===== config.mk =====
export PLATFORM = sky130hd
export DESIGN_NAME = instr_fetch_unit_flat
export DESIGN_NICKNAME = d
export VERILOG_FILES = /design/src/rtl/instr_fetch_unit_if.sv /design/src/rtl/instr_fetch_unit.sv /design/src/flat_wrapper.sv
export SDC_FILE = /design/constraint.sdc
export NUM_CORES = 1
export LEC_CHECK = 0
export ABC_AREA = 1
export CAP_MARGIN = 20
export CORE_ASPECT_RATIO = 0.7
export CORE_UTILIZATION = 38
export CTS_BUF_LIST = sky130_fd_sc_hd__clkbuf_16
export CTS_CLUSTER_DIAMETER = 200
export DETAILED_ROUTE_END_ITERATION = 8
export GPL_ROUTABILITY_DRIVEN = 1
export GPL_TIMING_DRIVEN = 0
export PLACE_DENSITY = 0.7
export SLEW_MARGIN = 20
export SYNTH_ARGS = -nofsm -noshare
export SYNTH_HDL_FRONTEND = slang
export SYNTH_SLANG_ARGS = --single-unit

===== constraint.sdc =====
create_clock -name clk -period 2.25 [get_ports clk]
set_input_delay 0.3375 -clock clk [delete_from_list [all_inputs] [get_ports clk]]
set_output_delay 0.3375 -clock clk [all_outputs]
set_load 0.02 [all_outputs]

===== src/rtl/instr_fetch_unit_if.sv =====
// Handshake bundle between the fetch stage, instruction memory, decode and the branch logic.
// The master side is the fetch unit; the slave side is everything around it.
interface instr_fetch_unit_if #(
  parameter int unsigned CNT_W = 16
) ();
  logic             imemReqValid;
  logic             imemReqReady;
  logic [31:0]      imemAddr;
  logic             imemRspValid;
  logic [31:0]      imemRspData;
  logic             outValid;
  logic             outReady;
  logic [31:0]      instr;
  logic [5:0]       opcode;
  logic [31:0]      pcOut;
  logic [31:0]      pcPlus4;
  logic             branchTaken;
  logic [31:0]      branchTarget;
  logic [CNT_W-1:0] fetchCount;

  modport master (
    output imemReqValid,
    input  imemReqReady,
    output imemAddr,
    input  imemRspValid,
    input  imemRspData,
    output outValid,
    input  outReady,
    output instr,
    output opcode,
    output pcOut,
    output pcPlus4,
    input  branchTaken,
    input  branchTarget,
    output fetchCount
  );

  modport slave (
    input  imemReqValid,
    output imemReqReady,
    input  imemAddr,
    output imemRspValid,
    output imemRspData,
    input  outValid,
    output outReady,
    input  instr,
    input  opcode,
    input  pcOut,
    input  pcPlus4,
    output branchTaken,
    output branchTarget,
    input  fetchCount
  );
endinterface


===== src/rtl/instr_fetch_unit.sv =====
// Instruction-fetch stage: owns the PC, issues one memory request at a time, holds the
// returned word for decode and squashes wrong-path fetches on a branch redirect.
module instr_fetch_unit #(
  parameter logic [31:0] RESET_PC = 32'h0000_0000,
  parameter int unsigned CNT_W    = 16
) (
  input  logic               clk,
  input  logic               reset_n,
  instr_fetch_unit_if.master bus
);

  typedef enum logic [1:0] {
    ST_REQ  = 2'd0,
    ST_WAIT = 2'd1,
    ST_HOLD = 2'd2
  } state_e;

  state_e           state_q;
  logic [31:0]      pc_q;
  logic             drop_q;
  logic [31:0]      instr_q;
  logic [31:0]      pc_out_q;
  logic [CNT_W-1:0] cnt_q;

  logic [31:0]      redirect_pc_s;
  logic [31:0]      pc_seq_s;
  logic             unused_s;

  assign redirect_pc_s = {bus.branchTarget[31:2], 2'b00};
  assign pc_seq_s      = pc_q + 32'd4;
  assign unused_s      = ^bus.branchTarget[1:0];

  // Fetch FSM plus PC, held instruction and delivered-instruction counter.
  always_ff @(posedge clk) begin
    if (!reset_n) begin
      state_q  <= ST_REQ;
      pc_q     <= {RESET_PC[31:2], 2'b00};
      drop_q   <= 1'b0;
      instr_q  <= 32'h0000_0000;
      pc_out_q <= 32'h0000_0000;
      cnt_q    <= '0;
    end else begin
      case (state_q)
        ST_REQ: begin
          if (bus.branchTaken) begin
            pc_q <= redirect_pc_s;
            // A request accepted this edge still carries the old address.
            if (bus.imemReqReady) begin
              drop_q  <= 1'b1;
              state_q <= ST_WAIT;
            end
          end else if (bus.imemReqReady) begin
            state_q <= ST_WAIT;
          end
        end
        ST_WAIT: begin
          if (bus.branchTaken) begin
            pc_q <= redirect_pc_s;
            if (bus.imemRspValid) begin
              drop_q  <= 1'b0;
              state_q <= ST_REQ;
            end else begin
              drop_q  <= 1'b1;
            end
          end else if (bus.imemRspValid) begin
            if (drop_q) begin
              drop_q  <= 1'b0;
              state_q <= ST_REQ;
            end else begin
              instr_q  <= bus.imemRspData;
              pc_out_q <= pc_q;
              state_q  <= ST_HOLD;
            end
          end
        end
        ST_HOLD: begin
          // A redirect squashes the held word even when decode is ready.
          if (bus.branchTaken) begin
            pc_q    <= redirect_pc_s;
            state_q <= ST_REQ;
          end else if (bus.outReady) begin
            pc_q    <= pc_seq_s;
            cnt_q   <= cnt_q + CNT_W'(1);
            state_q <= ST_REQ;
          end
        end
        default: begin
          state_q <= ST_REQ;
          drop_q  <= 1'b0;
        end
      endcase
    end
  end

  // Valids are forced low for the whole time reset_n is held low.
  assign bus.imemReqValid = reset_n & (state_q == ST_REQ);
  assign bus.outValid     = reset_n & (state_q == ST_HOLD);
  assign bus.imemAddr     = pc_q;
  assign bus.instr        = instr_q;
  assign bus.opcode       = instr_q[31:26];
  assign bus.pcOut        = pc_out_q;
  assign bus.pcPlus4      = pc_out_q + 32'd4;
  assign bus.fetchCount   = cnt_q;

endmodule


===== src/flat_wrapper.sv =====
// flat-port wrapper written by rule: the top's interface ports become plain ports
module instr_fetch_unit_flat 
#(
  parameter logic [31:0] RESET_PC = 32'h0000_0000,
  parameter int unsigned CNT_W    = 16
)
  (clk, reset_n, bus_imemReqValid, bus_imemReqReady, bus_imemAddr, bus_imemRspValid, bus_imemRspData, bus_outValid, bus_outReady, bus_instr, bus_opcode, bus_pcOut, bus_pcPlus4, bus_branchTaken, bus_branchTarget, bus_fetchCount);
  instr_fetch_unit_if #(.CNT_W(CNT_W)) bus_i ();
  input  logic clk;
  input  logic reset_n;
  output wire logic [$bits(bus_i.imemReqValid)-1:0] bus_imemReqValid;
  input wire logic [$bits(bus_i.imemReqReady)-1:0] bus_imemReqReady;
  output wire logic [$bits(bus_i.imemAddr)-1:0] bus_imemAddr;
  input wire logic [$bits(bus_i.imemRspValid)-1:0] bus_imemRspValid;
  input wire logic [$bits(bus_i.imemRspData)-1:0] bus_imemRspData;
  output wire logic [$bits(bus_i.outValid)-1:0] bus_outValid;
  input wire logic [$bits(bus_i.outReady)-1:0] bus_outReady;
  output wire logic [$bits(bus_i.instr)-1:0] bus_instr;
  output wire logic [$bits(bus_i.opcode)-1:0] bus_opcode;
  output wire logic [$bits(bus_i.pcOut)-1:0] bus_pcOut;
  output wire logic [$bits(bus_i.pcPlus4)-1:0] bus_pcPlus4;
  input wire logic [$bits(bus_i.branchTaken)-1:0] bus_branchTaken;
  input wire logic [$bits(bus_i.branchTarget)-1:0] bus_branchTarget;
  output wire logic [$bits(bus_i.fetchCount)-1:0] bus_fetchCount;
  assign bus_imemReqValid = bus_i.imemReqValid;
  assign bus_i.imemReqReady = bus_imemReqReady;
  assign bus_imemAddr = bus_i.imemAddr;
  assign bus_i.imemRspValid = bus_imemRspValid;
  assign bus_i.imemRspData = bus_imemRspData;
  assign bus_outValid = bus_i.outValid;
  assign bus_i.outReady = bus_outReady;
  assign bus_instr = bus_i.instr;
  assign bus_opcode = bus_i.opcode;
  assign bus_pcOut = bus_i.pcOut;
  assign bus_pcPlus4 = bus_i.pcPlus4;
  assign bus_i.branchTaken = bus_branchTaken;
  assign bus_i.branchTarget = bus_branchTarget;
  assign bus_fetchCount = bus_i.fetchCount;
  instr_fetch_unit #(.RESET_PC(RESET_PC), .CNT_W(CNT_W)) u_core (.clk(clk), .reset_n(reset_n), .bus(bus_i));
endmodule

---- After elaboration in Yosys (flattened, before gate mapping) ----
Index checks and enable logic that the tools add are counted.
cells by class
  add/sub/neg operators ................... 3
  multipliers ............................. 0
  divide/modulo/power cells ............... 0
  order comparisons ....................... 0
  equality and inequality tests ........... 8
  shifts and indexed selects .............. 0
  multiplexer cells ....................... 18
  bitwise operators ....................... 5
  reduce and logical (&&, ||, !) cells .... 8
operator list
  operator                 number
  $mux W32                 3
  $add A32 B3 Y32 const B  2
  $pmux W32 S2             1
  $add A16 B1 Y16 const B  1
  $mux W2                  7
  $reduce_and A3 Y1        3
  $reduce_and A4 Y1        2
  $ne A2 B2 Y1 const B     3
  $ne A3 B3 Y1 const B     2
  $pmux W2 S3              1
  $mux W1                  5
  $not A1 Y1               3
  $pmux W1 S3              1
  $and A1 B1 Y1            2
  $eq A2 B1 Y1 const B     1
  $eq A2 B2 Y1 const B     1
  $logic_not A2 Y1         1
  $ne A2 B1 Y1 const B     1
  $reduce_bool A2 Y1       1
  $reduce_or A2 Y1         1
word-level totals
  register bits ........................... 115
  latch bits .............................. 0
  memory bits (writable) .................. 0
  memory bits (read-only) ................. 0
  input port bits ......................... 70
  output and inout port bits .............. 152
  logic and storage cells ................. 48
  memories kept ........................... 0

---- Longest topological paths before layout ----
Gate-level depths: netlist of run 1.
  depth after elaboration ................. 4
  depth in mapped cells ................... 10
  mapped depth without buffers ............ 10

---- Worst setup path before layout of run 1 ----
Ideal clock, no wire load.
  path kind ............................... register -> output
  start ................................... reg u_core.pc_out_q[3] (netlist: u_core.bus.pcOut[3])
  end ..................................... out bus_pcPlus4[20]
  arrival ................................. 1.797 ns
  required time ........................... 1.913 ns
  slack ................................... 0.116 ns
  cell stages (with the launch flop) ...... 8
  buffers on the path ..................... 0
  cells stage by stage .................... dfxtp_1 -> ha_1 -> nand2_1 -> nor3_2 -> nand2_1 -> nor2_2 -> nand3_1 -> xor2_1
between the ends
  cells in the longest elaborated chain, start to end .. 1
ends and longest elaborated chain
  what                    line                     text
  start, declared         instr_fetch_unit.sv:22   logic [31:0] pc_out_q;
  start signal, assigned  instr_fetch_unit.sv:71   pc_out_q <= pc_q;
  $add A32 B3 Y32         instr_fetch_unit.sv:102  assign bus.pcPlus4 = pc_out_q + 32'd4;
  end, declared           flat_wrapper.sv:21       output wire logic [$bits(bus_i.pcPlus4)-1:0] bus_pcPlus4;
Every way passes these cells.

---- Final worst setup path of run 1 ----
Ends and elaborated chain as after synthesis.

==> load_flow_metrics.sql, run 1 <==
INSERT INTO impl_metrics (metric_group, metric, value, unit) VALUES
('cells_and_area', 'nets', '1236', ''),
('setup_path', 'r2r_slack', '0.39', 'ns'),
('die', 'num_io_pins', '222', ''),
('global_routing', 'gr-total-overflow', '0', ''),
('setup_path', 'worst_r2r_startpoint', 'u_core.bus.imemAddr[2]', ''),
('cts', 'num_cts_buffers', '9', ''),
('timing', 'hold_viol_final', '0', ''),
('setup_path', 'number_of_buffers_and_inverters_on_the_critical_path', '1', ''),
('power', 'power.leakage', '3.42', 'nW'),
('cts', 'clock_path_buffers', '2', ''),
('timing', 'clock-skew-final', '0.00760', 'ns'),
('route', 'drt-wirelength-per-cell', '16.0', 'um'),
('cts', 'tritoncts', 'yes', ''),
('route', 'viasPerCell', '5.12', ''),
('global_routing', 'grt_start_max_net_pins', '21', ''),
('route', 'detail_route.drc_violations', '0', ''),
('min_path', 'min_path_type', 'reg -> reg', ''),
('run_status', 'failed_checks', 'setup timing', ''),
('timing', 'slew_headroom', '59.7', '%'),
('timing', 'finalSetupViolCount', '3', ''),
('yosys', 'synth.avg_cell_area', '6.59', 'um2'),
('yosys', 'yosys_register_bits', '111', ''),
('die', 'floorplan.die.height', '108', 'um'),
('setup_path', 'cp.arrival', '1.96', 'ns'),
('global_routing', 'grt.total_usage', '25.9', '%'),
('min_path', 'worstHoldStart', 'u_core.drop_q', ''),
('die', 'die_area', '0.0165', 'mm2'),
('yosys', 'synth_enable_flop_cells', '0', ''),
('cells_and_area', 'fraction_of_final_layout_cells_sized_beyond_drive_strength_1', '12.4', '%'),
('cells_and_area', 'insertedDiodeCount', '0', ''),
('cts', 'clock_sink_count', '111', ''),
('yosys', 'synthCells', '921', ''),
('place', 'gp_congestion', '0.957', ''),
('global_routing', 'grt_pass1_wl', '33.4', 'mm'),
('power', 'power.density_cell_area', '504', 'mW/mm2'),
('die', 'num_rows', '38', ''),
('yosys', 'async_flop_share', '0', '%'),
('yosys', 'dominantRegCellSynth', 'sky130_fd_sc_hd__dfxtp_1', ''),
('place', 'port_buffers', '213', ''),
('cts', 'clk_root_buffer_cell', 'sky130_fd_sc_hd__clkbuf_16', ''),
('global_routing', 'initial_antenna_violation_count', '0', ''),
('cells_and_area', 'fillCellCount', '1463', ''),
('flow_run', 'max-cap-violations', '0', ''),
('run_status', 'run_status', 'finished with violations', ''),
('cts', 'h-tree-depth', '3', ''),
('setup_path', 'critPathMaxFanout', '4', ''),
('timing', 'fin_setup_tns', '-0.0864', 'ns'),
('die', 'coreArea', '0.0155', 'mm2'),
('yosys', 'yosysSeqAreaShare', '36.6', '%'),
('cts', 'clkLatencyLatePin', '0.35', 'ns'),
('yosys', 'synth.lib_cells_used.distinct', '41', ''),
('timing', 'post_route_worst_setup_slack', '-0.0482', 'ns'),
('place', 'dp_hpwl', '17.0', 'mm'),
('setup_path', 'worst_ep_required_time', '1.91', 'ns'),
('power', 'irDropWorstVdd', '0.376', 'mV'),
('min_path', 'worst_hold_depth', '2', ''),
('timing', 'grt_setup_unrepaired', 'yes', ''),
('place', 'placed_cells_incl_taps', '1339', ''),
('setup_path', 'timing.critical_path.from_type', 'register', ''),
('die', 'initial_util', '39.0', '%'),
('route', 'first_iter_violations', '591', ''),
('yosys', 'synth_area', '0.00607', 'mm2'),
('route', 'wirelength', '21.9', 'mm'),
('setup_path', 'crit_family', 'simple AND/OR/NAND/NOR gates', ''),
('yosys', 'yosys_warnings', '0', ''),
('cts', 'clk_pin_slew_worst_paths', '0.08', 'ns'),
('timing', 'final.period_utilization', '102', '%'),
('timing', 'tightestPinTransition', '0.604', 'ns'),
('route', 'drt.antenna.violating_nets', '0', ''),
('timing', 'final_max_slew_viol_count', '0', ''),
('setup_path', 'r2r-end', 'u_core.bus.imemAddr[20]', '');
==> layer usage <==
metal / track usage [%] / wire length, um
met2: 38.5 / 9070
met3: 4.75 / 2020
met5: 0 / 0
met4: 6.35 / 351
met1: 38.1 / 10500
==> synthesized netlist by cell type, drive strengths merged (18+ instances only) <==
master	number	share of area (%)
o21a	18	2.2
dfxtp	111	37
o21ai	90	7.4
xor2	24	3.5
clkbuf	18	1.1
buf	30	3.2
nor2	171	11
inv	75	4.7
nand2	189	12
a21oi	71	5.9
nand3	54	4.5
nor3	24	2.1
==> layout by cell type (no fill, tap or decap), types with 3 or more instances in the layout <==
cell	n
sky130_fd_sc_hd__nand2_1	180
sky130_fd_sc_hd__buf_6	3
sky130_fd_sc_hd__nor2_2	7
sky130_fd_sc_hd__nor2_1	159
sky130_fd_sc_hd__or2_2	3
sky130_fd_sc_hd__dlygate4sd2_1	7
sky130_fd_sc_hd__clkbuf_16	9
sky130_fd_sc_hd__conb_1	6
sky130_fd_sc_hd__nor3_4	4
sky130_fd_sc_hd__buf_2	18
sky130_fd_sc_hd__clkdlybuf4s50_1	186
sky130_fd_sc_hd__xnor2_1	9
sky130_fd_sc_hd__dfxtp_4	10
sky130_fd_sc_hd__nand2_4	3
sky130_fd_sc_hd__clkinv_4	4
sky130_fd_sc_hd__clkdlybuf4s15_1	3
sky130_fd_sc_hd__nand2_2	6
sky130_fd_sc_hd__dfxtp_2	12
sky130_fd_sc_hd__clkbuf_1	16
sky130_fd_sc_hd__clkdlybuf4s15_2	3
sky130_fd_sc_hd__nand4_1	16
sky130_fd_sc_hd__inv_1	69
sky130_fd_sc_hd__nor3_1	16
sky130_fd_sc_hd__xor2_1	23
sky130_fd_sc_hd__nand3_1	52
sky130_fd_sc_hd__buf_4	34
sky130_fd_sc_hd__nor3_2	4
sky130_fd_sc_hd__a21oi_1	71
sky130_fd_sc_hd__nor2_4	4
sky130_fd_sc_hd__inv_2	5
sky130_fd_sc_hd__o21ai_0	89
sky130_fd_sc_hd__o21a_1	18
sky130_fd_sc_hd__dfxtp_1	89
==> sequential cells by signal (all words and copies together), names as in the netlist <==
signal,count
u_core.bus.imemAddr,30
u_core.state_q,2
u_core.bus.instr,32
u_core.bus.fetchCount,16
u_core.drop_q,1
u_core.bus.pcOut,30
==> final cells by class <==
cell class / count / area share, %
Tap cell: 200 / 2.77
Buffer: 47 / 2.98
Clock buffer: 9 / 2.50
Multi-Input combinational cell: 690 / 38.2
Inverter: 77 / 3.29
Timing Repair Buffer: 227 / 24.3
Clock inverter: 7 / 0.721
Sequential cell: 111 / 25.2
==> cells by family after synthesis <==
kind of cell | after synthesis | synth area share, %
other | 1 | 0.0618
DFF | 111 | 36.6
AOI/OAI and AO/OA | 185 | 16.3
buffers and inverters | 125 | 9.13
xor gates and xnor gates | 34 | 4.91
and+or+nand+nor | 462 | 32.4
adders and majority gates | 3 | 0.618
==> worst min-delay path: stages (launching register included) <==
cell and delay [ns]:
sky130_fd_sc_hd__dfxtp_1 0.32, sky130_fd_sc_hd__inv_1 0.05, sky130_fd_sc_hd__a21oi_1 0.05
==> what timing repair did <==
| item | in CTS | in global routing |
|---|---|---|
| setup endpoints to repair | 30 | 24 |
| gates resized for setup | 116 | 46 |
| setup buffers | 2 | 13 |
| pin swaps | 4 | 14 |
==> how the worst max path moves through the flow <==
stage	start	to	slack, ns	depth (start not counted)
after floorplan	u_core.bus.pcOut[3]	bus_pcPlus4[20]	0.12	7
after global placement	reset_n	bus_imemReqValid	-0.52	5
after detailed placement	reset_n	bus_outValid	-0.51	5
after CTS	u_core.bus.pcOut[6]	bus_pcPlus4[20]	-0.06	9
after global routing	u_core.bus.pcOut[3]	bus_pcPlus4[20]	-0.13	8
final	u_core.bus.pcOut[3]	bus_pcPlus4[20]	-0.05	8
==> power by group <==
part	internal, mW	switching [mW]	leakage (nW)
Clock	0.775	0.792	0.143
Combinational	0.393	0.427	2.36
Sequential	2.04	0.124	0.917
Total	3.20	1.34	3.42
==> metrics by stage <==
step                power (mW)  area, um2  setup slack (ns)  util [%]  hold WS, ns
floorplan                 2.57       6090             0.116         -        0.424
global placement          3.01       8470            -0.515      54.5        0.439
detailed placement        3.01       8470            -0.513      54.5        0.442
CTS                       4.57       8840           -0.0611      56.8        0.454
global route              4.73       9030            -0.128      58.1        0.481
finish                    4.55       9030           -0.0482      58.1        0.452
No activity file was read; power rests on OpenSTA's default activity.
==> run 2: changes to the inputs <==
- CORE_UTILIZATION: 38 -> 44
- PLACE_DENSITY: 0.7 -> 0.79
==> run 2 against run 1 <==
  * The flow still finishes with violations (setup timing)
  * Via count increased by 2.9%
  * Wire length increased by 1.7%
  * Total power increased by 1.1%
  * Highest routed layer unchanged
  * Final area about the same
  * Register-to-register slack got worse by 0.05 ns
  * Sequential share of layout area about the same
  * Clock skew increased by 0.0080 ns
==> load_flow_metrics.sql, run 2 (synthesis gave the netlist of run 1 again) <==
INSERT INTO impl_metrics (metric_group, metric, value, unit) VALUES
('run_status', 'run_status', 'finished with violations', ''),
('run_status', 'failed_checks', 'setup timing', ''),
('cts', 'cts_hold_repair.buffers', '0', ''),
('cells_and_area', 'largest_register_ffs', '32', ''),
('cells_and_area', 'insertedDiodeCount', '0', ''),
('cts', 'clk_root_buffer_cell', 'sky130_fd_sc_hd__clkbuf_16', ''),
('route', 'first_iter_violations', '611', ''),
('cts', 'clk_pin_slew_worst_paths', '0.08', 'ns'),
('place', 'gp_congestion', '0.941', ''),
('die', 'floorplan.die.height', '100', 'um'),
('setup_path', 'timing_worst_setup_path_type', 'reg -> out', ''),
('die', 'coreArea', '0.0133', 'mm2'),
('route', 'detail_route.drc_violations', '0', ''),
('setup_path', 'cp.arrival', '2.00', 'ns'),
('place', 'post-place-ws', '-0.522', 'ns'),
('global_routing', 'initial_antenna_violation_count', '0', ''),
('cts', 'clock_sink_count', '111', ''),
('cts', 'clock_path_buffers', '2', ''),
('cells_and_area', 'layout_commonest_cell', 'sky130_fd_sc_hd__clkdlybuf4s50_1', ''),
('die', 'initial_util', '45.6', '%'),
('timing', 'post_route_worst_setup_slack', '-0.0842', 'ns'),
('cts', 'num_cts_buffers', '9', ''),
('route', 'drt-wirelength-per-cell', '16.4', 'um'),
('global_routing', 'grt_pass1_wl', '33.5', 'mm'),
('place', 'dp_hpwl', '16.7', 'mm'),
('cells_and_area', 'fraction_of_final_layout_cells_sized_beyond_drive_strength_1', '12.6', '%'),
('setup_path', 'critPathMaxFanout', '6', ''),
('global_routing', 'grt_pass1_vias', '6446', ''),
('timing', 'grt_setup_unrepaired', 'yes', ''),
('cts', 'tritoncts', 'yes', ''),
('timing', 'fin_crit', '2.33', 'ns'),
('setup_path', 'timing.critical_path.from_type', 'register', ''),
('cells_and_area', 'mostFrequentLayoutCells', 'sky130_fd_sc_hd__clkdlybuf4s50_1 (185), sky130_fd_sc_hd__nand2_1 (176), sky130_fd_sc_hd__nor2_1 (160)', ''),
('route', 'wl_met1', '9.82', 'mm'),
('cells_and_area', 'fillCellCount', '1179', ''),
('route', 'viasPerCell', '5.31', ''),
('flow_run', 'max-cap-violations', '0', ''),
('die', 'num_io_pins', '222', ''),
('timing', 'max_clock_freq', '428', 'MHz'),
('route', 'drt.antenna.violating_nets', '0', ''),
('route', 'wirelength', '22.3', 'mm'),
('cells_and_area', 'utilization', '67.8', '%'),
('route', 'dr_wl_met2', '9.69', 'mm'),
('cts', 'h-tree-depth', '3', ''),
('global_routing', 'grt_start_max_net_pins', '22', ''),
('timing', 'final.period_utilization', '104', '%'),
('power', 'power.density_cell_area', '510', 'mW/mm2'),
('route', 'routed-via-count', '7205', ''),
('die', 'num_rows', '35', ''),
('timing', 'tightestPinTransition', '0.639', 'ns'),
('route', 'dr.max_layer_used', 'met4', ''),
('timing', 'final_max_slew_viol_count', '0', ''),
('die', 'die_x', '142', 'um'),
('cts', 'clkLatencyLatePin', '0.37', 'ns'),
('power', 'power.leakage', '3.51', 'nW'),
('timing', 'worst_hold_slack', '0.456', 'ns'),
('place', 'port_buffers', '213', ''),
('global_routing', 'gr-total-overflow', '0', ''),
('cells_and_area', 'nets', '1240', ''),
('timing', 'clock-skew-final', '0.0156', 'ns'),
('route', 'firstDrtPassIters', '5', ''),
('setup_path', 'worstSetupEndpointType', 'primary output', ''),
('timing', 'finalSetupViolCount', '5', ''),
('cells_and_area', 'areaGrowthSynthToFinish', '48.6', '%'),
('timing', 'hold_viol_final', '0', ''),
('setup_path', 'worst_ep_required_time', '1.91', 'ns'),
('die', 'die_area', '0.0143', 'mm2'),
('min_path', 'min_path_type', 'reg -> reg', ''),
('power', 'irDropWorstVdd', '0.359', 'mV'),
('timing', 'slew_headroom', '57.4', '%'),
('global_routing', 'grt.total_usage', '30.4', '%'),
('route', 'met3_wirelength', '2.31', 'mm');
run 2: critical path, stage by stage (launching register included):
cell                      delay (ns)
sky130_fd_sc_hd__dfxtp_1        0.42
sky130_fd_sc_hd__inv_2          0.12
sky130_fd_sc_hd__nor2_1         0.15
sky130_fd_sc_hd__nand3_2        0.13
sky130_fd_sc_hd__or2_4          0.30
sky130_fd_sc_hd__nor2_2         0.12
sky130_fd_sc_hd__xor2_1         0.21
sky130_fd_sc_hd__buf_4          0.18
run 2: cell type report:
cell class,instances,area [um2],share of cell area [%]
Buffer,47,269,2.98
Clock buffer,9,225,2.50
Clock inverter,7,70.1,0.777
Inverter,77,297,3.29
Multi-Input combinational cell,690,3450,38.3
Sequential cell,111,2270,25.2
Tap cell,185,231,2.57
Timing Repair Buffer,231,2210,24.5
run 2: repair_timing:
item / in CTS / in global routing
pin swaps: 9 / 15
buffers inserted: 13 / 5
setup endpoints to repair: 30 / 22
hold endpoints to repair: 0 / 0
gates resized for setup: 111 / 49
run 2: per-layer routing:
layer / global-route usage [%] / vias up
li1: - / 3475
met1: 41.6 / 3265
met2: 48.2 / 412
met3: 7.01 / 53
met4: 7.86 / 0
met5: 0 / -
run 2: final timing paths:
| check | start | end | slack (ns) | depth (start not counted) |
|---|---|---|---|---|
| max | u_core.bus.pcOut[9] | bus_pcPlus4[25] | -0.08 | 7 |
| min | u_core.drop_q | u_core.drop_q | 0.46 | 2 |
| max reg2reg | u_core.bus.imemAddr[3] | u_core.bus.imemAddr[16] | 0.34 | 9 |
| min reg2reg | u_core.drop_q | u_core.drop_q | 0.46 | 2 |
run 2: power by group:
part / total [mW] / internal, mW / switching [mW]
combinational: 0.825 / 0.394 / 0.431
sequential: 2.16 / 2.04 / 0.124
clock: 1.61 / 0.787 / 0.825
total: 4.60 / 3.22 / 1.38
run 2: metrics by stage:
| stage | instance area (um2) | setup TNS (ns) | power (mW) | cells |
|---|---|---|---|---|
| floorplan | 6090 | 0 | 2.57 | 926 |
| global placement | 8450 | -3.74 | 3.00 | 1324 |
| detailed placement | 8450 | -4.20 | 3.01 | 1324 |
| CTS | 8940 | -0.0283 | 4.59 | 1352 |
| global route | 9020 | -0.813 | 4.77 | 1357 |
| finish | 9020 | -0.205 | 4.60 | 1357 |
==> run 3: changes to the inputs <==
==> constraint.sdc (replaced) <==
create_clock -name clk -period 2.25 [get_ports clk]
set_input_delay 0.5625 -clock clk [delete_from_list [all_inputs] [get_ports clk]]
set_output_delay 0.5625 -clock clk [all_outputs]
set_load 0.02 [all_outputs]
==> run 3 against run 2 <==
  * The flow still finishes with violations (setup timing)
  * Final area grew 4.0%
  * Combinational power rose by 2.8%
  * Clock skew about the same
  * Highest routed layer unchanged
==> load_flow_metrics.sql, run 3 (synthesis gave the netlist of run 1 again) <==
INSERT INTO impl_metrics (metric_group, metric, value, unit) VALUES
('route', 'drt-wirelength-per-cell', '16.6', 'um'),
('cells_and_area', 'fillCellCount', '1180', ''),
('setup_path', 'cp_cell_sequence', 'buf_4 -> clkinvlp_4 -> nor2_4 -> buf_6 -> nand2_8 -> nor2_4 -> nand2_2 -> xnor2_1 -> buf_4', ''),
('timing', 'final.period_utilization', '111', '%'),
('place', 'port_buffers', '213', ''),
('cts', 'clk_pin_slew_worst_paths', '0.09', 'ns'),
('place', 'post-place-ws', '-0.949', 'ns'),
('die', 'die_x', '142', 'um'),
('route', 'detail_route.drc_violations', '0', ''),
('timing', 'grt_setup_unrepaired', 'yes', ''),
('setup_path', 'worst_ep_required_time', '1.69', 'ns'),
('place', 'dp_hpwl', '16.9', 'mm'),
('die', 'die_area', '0.0143', 'mm2'),
('global_routing', 'initial_antenna_violation_count', '0', ''),
('route', 'routed-via-count', '7309', ''),
('min_path', 'worst_hold_depth', '2', ''),
('global_routing', 'gr-total-overflow', '0', ''),
('flow_run', 'max-cap-violations', '0', ''),
('place', 'gp_congestion', '0.982', ''),
('setup_path', 'worst_path_largest_cell_delay', '0.38', 'ns'),
('setup_path', 'crit_slowest_cell', 'sky130_fd_sc_hd__dfxtp_4', ''),
('cts', 'cts_hold_repair.buffers', '0', ''),
('route', 'first_iter_violations', '630', ''),
('timing', 'tightestPinTransition', '0.591', 'ns'),
('power', 'finalPower', '4.65', 'mW'),
('cts', 'h-tree-depth', '3', ''),
('global_routing', 'grt.total_usage', '31.3', '%'),
('route', 'drt.antenna.violating_nets', '0', ''),
('cts', 'tritoncts', 'yes', ''),
('place', 'placed_cells_incl_taps', '1324', ''),
('setup_path', 'crit_family', 'buffers and inverters', ''),
('global_routing', 'grt_pass1_vias', '6423', ''),
('cts', 'num_cts_buffers', '9', ''),
('die', 'num_rows', '35', ''),
('setup_path', 'cp.arrival', '1.94', 'ns'),
('global_routing', 'grt_start_max_net_pins', '23', ''),
('timing', 'clock-skew-final', '0.0157', 'ns'),
('cells_and_area', 'nets', '1258', ''),
('run_status', 'failed_checks', 'setup timing', ''),
('cells_and_area', 'multi_input_area', '0.00362', 'mm2'),
('timing', 'slew_headroom', '60.6', '%'),
('setup_path', 'timing_worst_setup_path_type', 'reg -> out', ''),
('cells_and_area', 'insertedDiodeCount', '0', ''),
('global_routing', 'grt_pass1_wl', '34.4', 'mm'),
('route', 'viasPerCell', '5.32', ''),
('timing', 'fin_crit', '2.51', 'ns'),
('cells_and_area', 'mostFrequentLayoutCells', 'sky130_fd_sc_hd__clkdlybuf4s50_1 (181), sky130_fd_sc_hd__nand2_1 (171), sky130_fd_sc_hd__nor2_1 (155)', ''),
('power', 'irDropWorstVdd', '0.424', 'mV'),
('cells_and_area', 'fraction_of_final_layout_cells_sized_beyond_drive_strength_1', '17.6', '%'),
('min_path', 'whs_endpoint', 'u_core.drop_q', ''),
('setup_path', 'r2r_slack', '0.36', 'ns'),
('cts', 'clk_root_buffer_cell', 'sky130_fd_sc_hd__clkbuf_16', ''),
('route', 'firstDrtPassIters', '5', ''),
('cells_and_area', 'utilization', '70.5', '%'),
('cts', 'clock_sink_count', '111', ''),
('setup_path', 'worst_r2r_startpoint', 'u_core.bus.imemAddr[2]', ''),
('route', 'wirelength', '22.8', 'mm'),
('die', 'num_io_pins', '222', ''),
('die', 'coreArea', '0.0133', 'mm2'),
('cells_and_area', 'final_cell_area', '0.00938', 'mm2'),
('min_path', 'min_path_type', 'reg -> reg', ''),
('cts', 'clkLatencyLatePin', '0.36', 'ns'),
('place', 'post_dp_cell_area', '0.00847', 'mm2'),
('timing', 'post_route_worst_setup_slack', '-0.255', 'ns'),
('cts', 'clock_path_buffers', '2', ''),
('cells_and_area', 'layout.area.seq', '0.00229', 'mm2'),
('setup_path', 'r2r-end', 'u_core.bus.imemAddr[10]', ''),
('power', 'power.density_cell_area', '495', 'mW/mm2'),
('run_status', 'run_status', 'finished with violations', ''),
('cells_and_area', 'largest_register_ffs', '32', ''),
('setup_path', 'worst_r2r_path_depth', '8', ''),
('timing', 'max_clock_freq', '399', 'MHz'),
('min_path', 'worstHoldStart', 'u_core.drop_q', ''),
('cells_and_area', 'layout_commonest_cell', 'sky130_fd_sc_hd__clkdlybuf4s50_1', ''),
('power', 'power.leakage', '3.67', 'nW'),
('cells_and_area', 'final_cells', '1375', ''),
('setup_path', 'timing.critical_path.from_type', 'register', ''),
('timing', 'final_max_slew_viol_count', '0', ''),
('die', 'initial_util', '45.6', '%'),
('setup_path', 'worstSetupEndpointType', 'primary output', ''),
('die', 'floorplan.die.height', '100', 'um'),
('timing', 'hold_viol_final', '0', ''),
('setup_path', 'critPathMaxFanout', '4', ''),
('setup_path', 'number_of_buffers_and_inverters_on_the_critical_path', '4', ''),
('cells_and_area', 'areaGrowthSynthToFinish', '54.5', '%'),
('timing', 'finalSetupViolCount', '24', '');
==> run 3: changes by cell type in the layout (fill, tap and decap cells not counted), moves of 4 or more <==
cell and delta:
sky130_fd_sc_hd__nor2_4 +6, sky130_fd_sc_hd__inv_1 -4, sky130_fd_sc_hd__buf_4 +26, sky130_fd_sc_hd__nor2_1 -5, sky130_fd_sc_hd__nand2_1 -5, sky130_fd_sc_hd__buf_6 +8
sky130_fd_sc_hd__dfxtp_1 -6, sky130_fd_sc_hd__clkdlybuf4s50_1 -4
==> run 3: how the worst max path moves through the flow <==
stage                                    from         endpoint  slack [ns]  depth (start not counted)
after detailed placement              reset_n     bus_outValid       -0.95                          5
after CTS                 u_core.bus.pcOut[3]  bus_pcPlus4[20]       -0.20                          8
after global routing      u_core.bus.pcOut[2]  bus_pcPlus4[31]       -0.31                          9
after global placement                reset_n     bus_outValid       -0.94                          5
final                     u_core.bus.pcOut[2]  bus_pcPlus4[31]       -0.26                          9
after floorplan           u_core.bus.pcOut[4]  bus_pcPlus4[25]        0.01                          7
==> run 3: through the flow <==
stage	hold WS, ns	TNS [ns]
global route	0.475	-4.44
detailed placement	0.437	-17.61
CTS	0.450	-1.28
global placement	0.437	-14.33
floorplan	0.424	0
finish	0.448	-3.15
==> run 3: where the power goes <==
part | internal [mW] | switching [mW]
registers | 2.03 | 0.122
logic | 0.408 | 0.440
clock network | 0.803 | 0.839
total | 3.25 | 1.40
==> run 3: tightest hold or removal path, delay by kind of cell (launching register included) <==
kind / cells / cell delay (ns)
AOI/OAI and AO/OA: 1 / 0.05
buffers and inverters: 1 / 0.05
DFF: 1 / 0.31
==> run 3: area by class of cell <==
cell class | instances | share of cell area [%]
inverters | 77 | 3.23
clock buffers | 9 | 2.40
flip-flops and latches | 111 | 24.4
repair buffers | 250 | 25.3
clock inverters | 7 | 0.867
multi-input cells | 690 | 38.6
well taps | 185 | 2.47
plain buffers | 46 | 2.73
==> run 3: repair_timing <==
action	CTS	global route
setup buffers	26	11
endpoints found under the setup margin	30	32
gates resized for setup	216	52
pin swaps	27	21
==> run 3: metal layers <==
metal	vias up	wire length [um]	track usage, %
li1	3528	-	-
met3	53	2220	5.58
met4	0	629	10.3
met2	387	10100	48.8
met5	-	0	0
met1	3341	9830	43.6
